==> config.mk <==
export PLATFORM = sky130hd
export DESIGN_NAME = video_src_switch
export DESIGN_NICKNAME = d
export VERILOG_FILES = /design/src/rtl/video_src_switch_pkg.sv /design/src/rtl/video_src_switch_vs_edge_det.sv /design/src/rtl/video_src_switch.sv
export SDC_FILE = /design/constraint.sdc
export NUM_CORES = 1
export LEC_CHECK = 0
export BUFFER_PORTS_ARGS = -buffer_cell sky130_fd_sc_hd__buf_4
export CAP_MARGIN = 15
export CORE_AREA = 2 2 107 109
export CTS_CLUSTER_DIAMETER = 150
export DETAILED_ROUTE_END_ITERATION = 12
export DIE_AREA = 0 0 109 111
export HOLD_SLACK_MARGIN = 0.15
export PLACE_DENSITY = 0.44
export SYNTH_ARGS = -nofsm -noshare
export SYNTH_HDL_FRONTEND = slang
export SYNTH_SLANG_ARGS = --single-unit
==> constraint.sdc <==
create_clock -name PCLK_in -period 2.4 [get_ports PCLK_in]
set_input_delay 0.12 -clock PCLK_in [delete_from_list [all_inputs] [get_ports PCLK_in]]
set_output_delay 0.12 -clock PCLK_in [all_outputs]
set_load 0.01 [all_outputs]
==> src/rtl/video_src_switch_pkg.sv <==
// Shared types and helpers for the video source switch.
// Contents: switch FSM state enum, sync polarity constant, frame counter
// width, and a helper that returns the low bit of a slice in a packed bus.
package video_src_switch_pkg;

    typedef enum logic [1:0] {
        ACTIVE  = 2'd0,
        WAIT_VS = 2'd1,
        BLANK   = 2'd2
    } state_e;

    // Syncs are active-low; this is the idle level.
    localparam logic SYNC_INACTIVE = 1'b1;

    localparam int unsigned FRAME_CNT_W = 4;

    // Low bit index of element idx in a bus packed as width-bit fields.
    function automatic int unsigned slice_lo(input int unsigned idx, input int unsigned width);
        return idx * width;
    endfunction

endpackage

==> src/rtl/video_src_switch_vs_edge_det.sv <==
// Registered VSYNC falling-edge detector with synchronous reload.
// Ports:
//   clk, rst   - clock, asynchronous active-high reset
//   vs_in      - VSYNC currently being watched (active-low)
//   reload     - watched source changes this cycle
//   reload_vs  - VSYNC of the source that will be watched next cycle
//   fall_c     - combinational falling-edge flag (previous high, now low)
module video_src_switch_vs_edge_det
    import video_src_switch_pkg::*;
(
    input  logic clk,
    input  logic rst,
    input  logic vs_in,
    input  logic reload,
    input  logic reload_vs,
    output logic fall_c
);

    logic vs_prev_q;
    logic vs_prev_d;

    // Reloading from the new source avoids a false edge when switching.
    always_comb begin
        vs_prev_d = vs_in;
        if (reload) begin
            vs_prev_d = reload_vs;
        end
    end

    always_ff @(posedge clk or posedge rst) begin
        if (rst) begin
            vs_prev_q <= SYNC_INACTIVE;
        end else begin
            vs_prev_q <= vs_prev_d;
        end
    end

    assign fall_c = vs_prev_q & ~vs_in;

endmodule

==> src/rtl/video_src_switch.sv <==
// N-input video source selector that switches only on frame boundaries and
// blanks RGB/DE for BLANK_FRAMES frames of the new source after each switch.
// Ports:
//   PCLK_in, reset           - pixel clock, asynchronous active-high reset
//   sel_req                  - requested source index (level)
//   R_in/G_in/B_in           - packed per-source colour, source k at [k*CW +: CW]
//   HSYNC_in/VSYNC_in/DE_in  - per-source syncs (active-low) and data enable
//   R_out..DATA_enable       - registered selected video, 1 cycle latency
//   sel_active               - source currently routed to the outputs
//   switching                - high while waiting for the frame edge or blanking
//   sel_invalid              - one-cycle pulse on a newly presented invalid sel_req
module video_src_switch
    import video_src_switch_pkg::*;
#(
    parameter int unsigned NUM_SRC      = 2,
    parameter int unsigned CW           = 8,
    parameter int unsigned SELW         = ($clog2(NUM_SRC) < 1) ? 1 : $clog2(NUM_SRC),
    parameter int unsigned BLANK_FRAMES = 2,
    parameter int unsigned TIMEOUT      = 1048576
) (
    input  logic                  PCLK_in,
    input  logic                  reset,
    input  logic [SELW-1:0]       sel_req,
    input  logic [NUM_SRC*CW-1:0] R_in,
    input  logic [NUM_SRC*CW-1:0] G_in,
    input  logic [NUM_SRC*CW-1:0] B_in,
    input  logic [NUM_SRC-1:0]    HSYNC_in,
    input  logic [NUM_SRC-1:0]    VSYNC_in,
    input  logic [NUM_SRC-1:0]    DE_in,
    output logic [CW-1:0]         R_out,
    output logic [CW-1:0]         G_out,
    output logic [CW-1:0]         B_out,
    output logic                  HSYNC_out,
    output logic                  VSYNC_out,
    output logic                  DATA_enable,
    output logic [SELW-1:0]       sel_active,
    output logic                  switching,
    output logic                  sel_invalid
);

    localparam int unsigned TO_W = (TIMEOUT > 2) ? $clog2(TIMEOUT) : 1;
    localparam logic [TO_W-1:0]        TO_LAST    = TO_W'(TIMEOUT - 1);
    localparam logic [TO_W-1:0]        TO_MAX     = '1;
    localparam logic [SELW:0]          NUM_SRC_W  = (SELW + 1)'(NUM_SRC);
    localparam logic [FRAME_CNT_W-1:0] BLANK_LAST = FRAME_CNT_W'(BLANK_FRAMES);

    state_e                 state_q, state_d;
    logic [SELW-1:0]        target_q, target_d;
    logic [SELW-1:0]        sel_active_q, sel_active_d;
    logic [SELW-1:0]        sel_req_prev_q, sel_req_prev_d;
    logic [FRAME_CNT_W-1:0] frame_cnt_q, frame_cnt_d;
    logic [TO_W-1:0]        to_cnt_q, to_cnt_d;
    logic [CW-1:0]          r_q, r_d, g_q, g_d, b_q, b_d;
    logic                   hs_q, hs_d, vs_q, vs_d, de_q, de_d;
    logic                   switching_q, switching_d;
    logic                   sel_invalid_q, sel_invalid_d;

    logic                   req_valid_c;
    logic                   vs_fall_c;
    int unsigned            lo_c;

    assign req_valid_c = ({1'b0, sel_req} < NUM_SRC_W);
    assign lo_c        = slice_lo(32'(sel_active_q), CW);

    // Falling edge of the currently routed source's VSYNC.
    video_src_switch_vs_edge_det u_vs_edge (
        .clk       (PCLK_in),
        .rst       (reset),
        .vs_in     (VSYNC_in[sel_active_q]),
        .reload    (sel_active_d != sel_active_q),
        .reload_vs (VSYNC_in[sel_active_d]),
        .fall_c    (vs_fall_c)
    );

    // Switch FSM next state and registered output datapath.
    always_comb begin
        state_d        = state_q;
        target_d       = target_q;
        sel_active_d   = sel_active_q;
        frame_cnt_d    = frame_cnt_q;
        to_cnt_d       = to_cnt_q;
        sel_req_prev_d = sel_req;
        sel_invalid_d  = (sel_req != sel_req_prev_q) && !req_valid_c;

        case (state_q)
            ACTIVE: begin
                if (req_valid_c && (sel_req != sel_active_q)) begin
                    target_d = sel_req;
                    to_cnt_d = '0;
                    state_d  = WAIT_VS;
                end
            end
            WAIT_VS: begin
                // Retarget keeps the timeout running from the original request.
                if (req_valid_c && (sel_req != target_q)) begin
                    target_d = sel_req;
                end
                if (vs_fall_c || (to_cnt_q == TO_LAST)) begin
                    sel_active_d = target_d;
                    frame_cnt_d  = '0;
                    state_d      = BLANK;
                end else if (to_cnt_q != TO_MAX) begin
                    to_cnt_d = to_cnt_q + TO_W'(1);
                end
            end
            BLANK: begin
                if (req_valid_c && (sel_req != sel_active_q)) begin
                    target_d = sel_req;
                    to_cnt_d = '0;
                    state_d  = WAIT_VS;
                end else if (vs_fall_c) begin
                    frame_cnt_d = frame_cnt_q + FRAME_CNT_W'(1);
                    if (frame_cnt_d == BLANK_LAST) begin
                        state_d = ACTIVE;
                    end
                end
            end
            default: begin
                state_d = BLANK;
            end
        endcase

        // Syncs always track the routed source; pixels only when unblanked.
        hs_d = HSYNC_in[sel_active_q];
        vs_d = VSYNC_in[sel_active_q];
        r_d  = '0;
        g_d  = '0;
        b_d  = '0;
        de_d = 1'b0;
        if (state_q == ACTIVE) begin
            r_d  = R_in[lo_c +: CW];
            g_d  = G_in[lo_c +: CW];
            b_d  = B_in[lo_c +: CW];
            de_d = DE_in[sel_active_q];
        end
        switching_d = (state_d != ACTIVE);
    end

    always_ff @(posedge PCLK_in or posedge reset) begin
        if (reset) begin
            state_q        <= BLANK;
            target_q       <= '0;
            sel_active_q   <= '0;
            sel_req_prev_q <= '0;
            frame_cnt_q    <= '0;
            to_cnt_q       <= '0;
            r_q            <= '0;
            g_q            <= '0;
            b_q            <= '0;
            hs_q           <= SYNC_INACTIVE;
            vs_q           <= SYNC_INACTIVE;
            de_q           <= 1'b0;
            switching_q    <= 1'b1;
            sel_invalid_q  <= 1'b0;
        end else begin
            state_q        <= state_d;
            target_q       <= target_d;
            sel_active_q   <= sel_active_d;
            sel_req_prev_q <= sel_req_prev_d;
            frame_cnt_q    <= frame_cnt_d;
            to_cnt_q       <= to_cnt_d;
            r_q            <= r_d;
            g_q            <= g_d;
            b_q            <= b_d;
            hs_q           <= hs_d;
            vs_q           <= vs_d;
            de_q           <= de_d;
            switching_q    <= switching_d;
            sel_invalid_q  <= sel_invalid_d;
        end
    end

    assign R_out       = r_q;
    assign G_out       = g_q;
    assign B_out       = b_q;
    assign HSYNC_out   = hs_q;
    assign VSYNC_out   = vs_q;
    assign DATA_enable = de_q;
    assign sel_active  = sel_active_q;
    assign switching   = switching_q;
    assign sel_invalid = sel_invalid_q;

endmodule

==> results.sh <==
export IMPL_ios=87
export IMPL_synth_cells=255
export IMPL_syn_to_final_growth_pct=56.5
export IMPL_p_sw_share_pct=32.2
export IMPL_grt_usage_pct=12.3
export IMPL_num_vias=2295
export IMPL_antenna_left=0
export IMPL_combPwrFrac_pct=37.8
export IMPL_maxSlewViolCount=0
export IMPL_crit_path_end_kind="register"
export IMPL_hp_class="input port to register"
export IMPL_power_density_nw_per_um2=843
export IMPL_place_congestion=0.760
export IMPL_min_path_cells=3
export IMPL_clock_power_share_pct=24.3
export IMPL_crit_arrival_ns=2.26
export IMPL_ctsResizeCount=0
export IMPL_netSwitchingPower_mw=1.14
export IMPL_clock_skew_ns=0.00707
export IMPL_antenna_found_initial=0
export IMPL_synth_edff_count=0
export IMPL_via_per_inst=4.27
export IMPL_r2r_cells=5
export IMPL_fill_cells=1074
export IMPL_postPlaceCellArea_um2=3490
export IMPL_root_buffer="clkbuf_16"
export IMPL_die_h_um=111
export IMPL_drc_errors=0
export IMPL_drt_pass1_iter_count=4
export IMPL_hold_viol=0
export IMPL_async_reset_ff_share_pct=100
export IMPL_antenna_cells=0
export IMPL_status="finished clean"
export IMPL_cp_start_kind="input port"
export IMPL_synth_yosys_warnings=0
export IMPL_yosys_cell_types_count=43
export IMPL_synthTopCellsByCount="dfrtp_1 (51), nor2_1 (40), mux2i_1 (28), nand2_1 (19), xnor2_1 (14)"
export IMPL_wl_per_cell_um=12.9
export IMPL_netlist_area_um2=2690
export IMPL_hpwl_um=4660
export IMPL_cp_max_fo=8
export IMPL_layout_drive_gt1_share_pct=27.9
export IMPL_wl_um=6930
export IMPL_design_area_um2=4200
export IMPL_drt_first_iter_violations=59
export IMPL_num_nets_final=453
export IMPL_p_leak_nw=2.05
export IMPL_drv_cap=0
export IMPL_first_global_vias=2487
export IMPL_pwr_share_seq_pct=37.9
export IMPL_coreArea_um2=11100
export IMPL_ys_flop_type="dfrtp_1"
export IMPL_cts_buffers=5
export IMPL_grt_max_degree=30
export IMPL_finalCritPeriodShare_pct=86.6
export IMPL_syn_nets=315
export IMPL_portBuffers=85
export IMPL_p_int_mw=2.40
export IMPL_final_min_clock_period_ns=2.08
export IMPL_grt_overflow_total=0
export IMPL_chipWidth_um=109
export IMPL_cts_tree="done"
export IMPL_cts_buffer_depth=2
export IMPL_htreeDepth=2
export IMPL_rows=39
export IMPL_syn_area_per_cell_um2=10.5
export IMPL_clkTransAtPathRegs_ns=0.07
export IMPL_start_util_pct=24.3
export IMPL_cts_sinks=56
export IMPL_clkLatencyLatePin_ns=0.29
export IMPL_synth_top_cells_by_area="dfrtp_1 (48%), mux2i_1 (10%), nor2_1 (5.6%)"
export IMPL_grt_pass1_wl_um=11900
export IMPL_tns_ns=0
export IMPL_synth_most_common_cell="dfrtp_1"
export IMPL_cp_data_required_time_ns=2.58
export IMPL_netlist_area_leader_share_pct=47.5
export IMPL_grt_setup_unrepaired="no"
export IMPL_maxSlewHeadroom_pct=52.2
export IMPL_max_freq_ghz=0.481
export IMPL_critPathKind="input port to register"
export IMPL_yosys_area_top_type="dfrtp_1"
export IMPL_dieArea_um2=12100
export IMPL_ys_ff_latch=56
export IMPL_worst_pin_slew_ns=0.716
export IMPL_ys_seq_area_share_pct=52.4
export IMPL_finalSetupViolations=0
export IMPL_vdd_ir_drop_worst_mv=0.412
[logic make-up after synthesis]
kind of cell / synth area share (%)
XOR/XNOR: 4.56
buffers and inverters: 3.17
AND/OR/NAND/NOR: 18.0
adder cells (fa/ha/maj): 1.40
AO/OA/AOI/OAI: 8.48
multiplexers: 11.8
other: 0.140
flip-flops: 52.4
[path summary, 6_finish.rpt]
check / from / end / slack, ns
max: VSYNC_in[0] / frame_cnt_q[1] / 0.32
min: B_in[11] / B_out[3] / 0.13
max reg2reg: to_cnt_q[14] / u_vs_edge.vs_prev_q / 0.38
min reg2reg: to_cnt_q[8] / to_cnt_q[8] / 0.50
max in group asynchronous: reset / state_q[1] / 1.41
min in group asynchronous: reset / to_cnt_q[15] / 0.33
[cells in the final DEF (no fill, tap or decap), types with 5 or more instances in the layout]
| cell | instances |
|---|---|
| dfrtp_1 | 51 |
| a2111oi_1 | 5 |
| xnor2_1 | 14 |
| clkbuf_16 | 5 |
| o21ai_1 | 5 |
| nand2_1 | 19 |
| mux2i_1 | 28 |
| dfstp_2 | 5 |
| nor2_1 | 40 |
| buf_4 | 91 |
| nand3_1 | 10 |
| dlygate4sd3_1 | 54 |
[metal layers]
metal / vias up / global-route usage, % / part of all wire [%]
met3: 4 / 4.29 / 7.4
met4: 0 / 2.82 / 0.82
li1: 1159 / - / -
met5: - / 0 / 0
met2: 74 / 20.2 / 47
met1: 1058 / 15.4 / 45
[final cells by class]
class	instances	area, um^2	share of cell area [%]
clock buffers	6	139	3.30
clock inverters	2	38.8	0.923
inverters	6	22.5	0.536
multi-input cells	179	1190	28.4
flip-flops and latches	56	1410	33.5
well taps	143	179	4.26
repair buffers	145	1220	29.1
[flip-flops by register name (all words and copies together) (netlist names)]
register	flops
to_cnt_q	20
R_out	8
B_out	8
frame_cnt_q	4
state_q	2
u_vs_edge.vs_prev_q	1
switching	1
DATA_enable	1
HSYNC_out	1
G_out	8
VSYNC_out	1
sel_active	1
[repair_timing]
item | in CTS | in global routing
hold endpoints to repair | 40 | 0
endpoints found under the setup margin | 0 | 0
hold buffers | 54 | 0
setup buffers | 0 | 0
[power groups by stage]
stage                     sequential, mW  clock [mW]  combinational [mW]
final                               1.34       0.863                1.34
after global routing                1.39       0.929                1.48
after CTS                           1.34       0.892                1.36
after detailed placement            1.35           0                1.21
after global placement              1.35           0                1.22
after floorplan                     1.43           0               0.583
[per-stage QoR]
stage | hold WS [ns] | std cells | util [%] | power, mW | setup WS (ns)
after floorplan | 0.253 | 255 | - | 2.01 | 0.422
after global placement | 0.105 | 475 | 31.5 | 2.58 | 0.412
after detailed placement | 0.105 | 475 | 31.5 | 2.56 | 0.369
after CTS | 0.150 | 537 | 38.0 | 3.59 | 0.324
after global routing | 0.183 | 537 | 38.0 | 3.80 | 0.217
final | 0.128 | 537 | 38.0 | 3.55 | 0.322
[worst max-delay path, stage by stage]
cell	delay, ns
dlygate4sd3_1	0.55
buf_4	0.14
mux2_4	0.28
or2_1	0.27
or3_1	0.49
a21o_1	0.21
a32o_1	0.19
(Power assumes the default switching activity.)
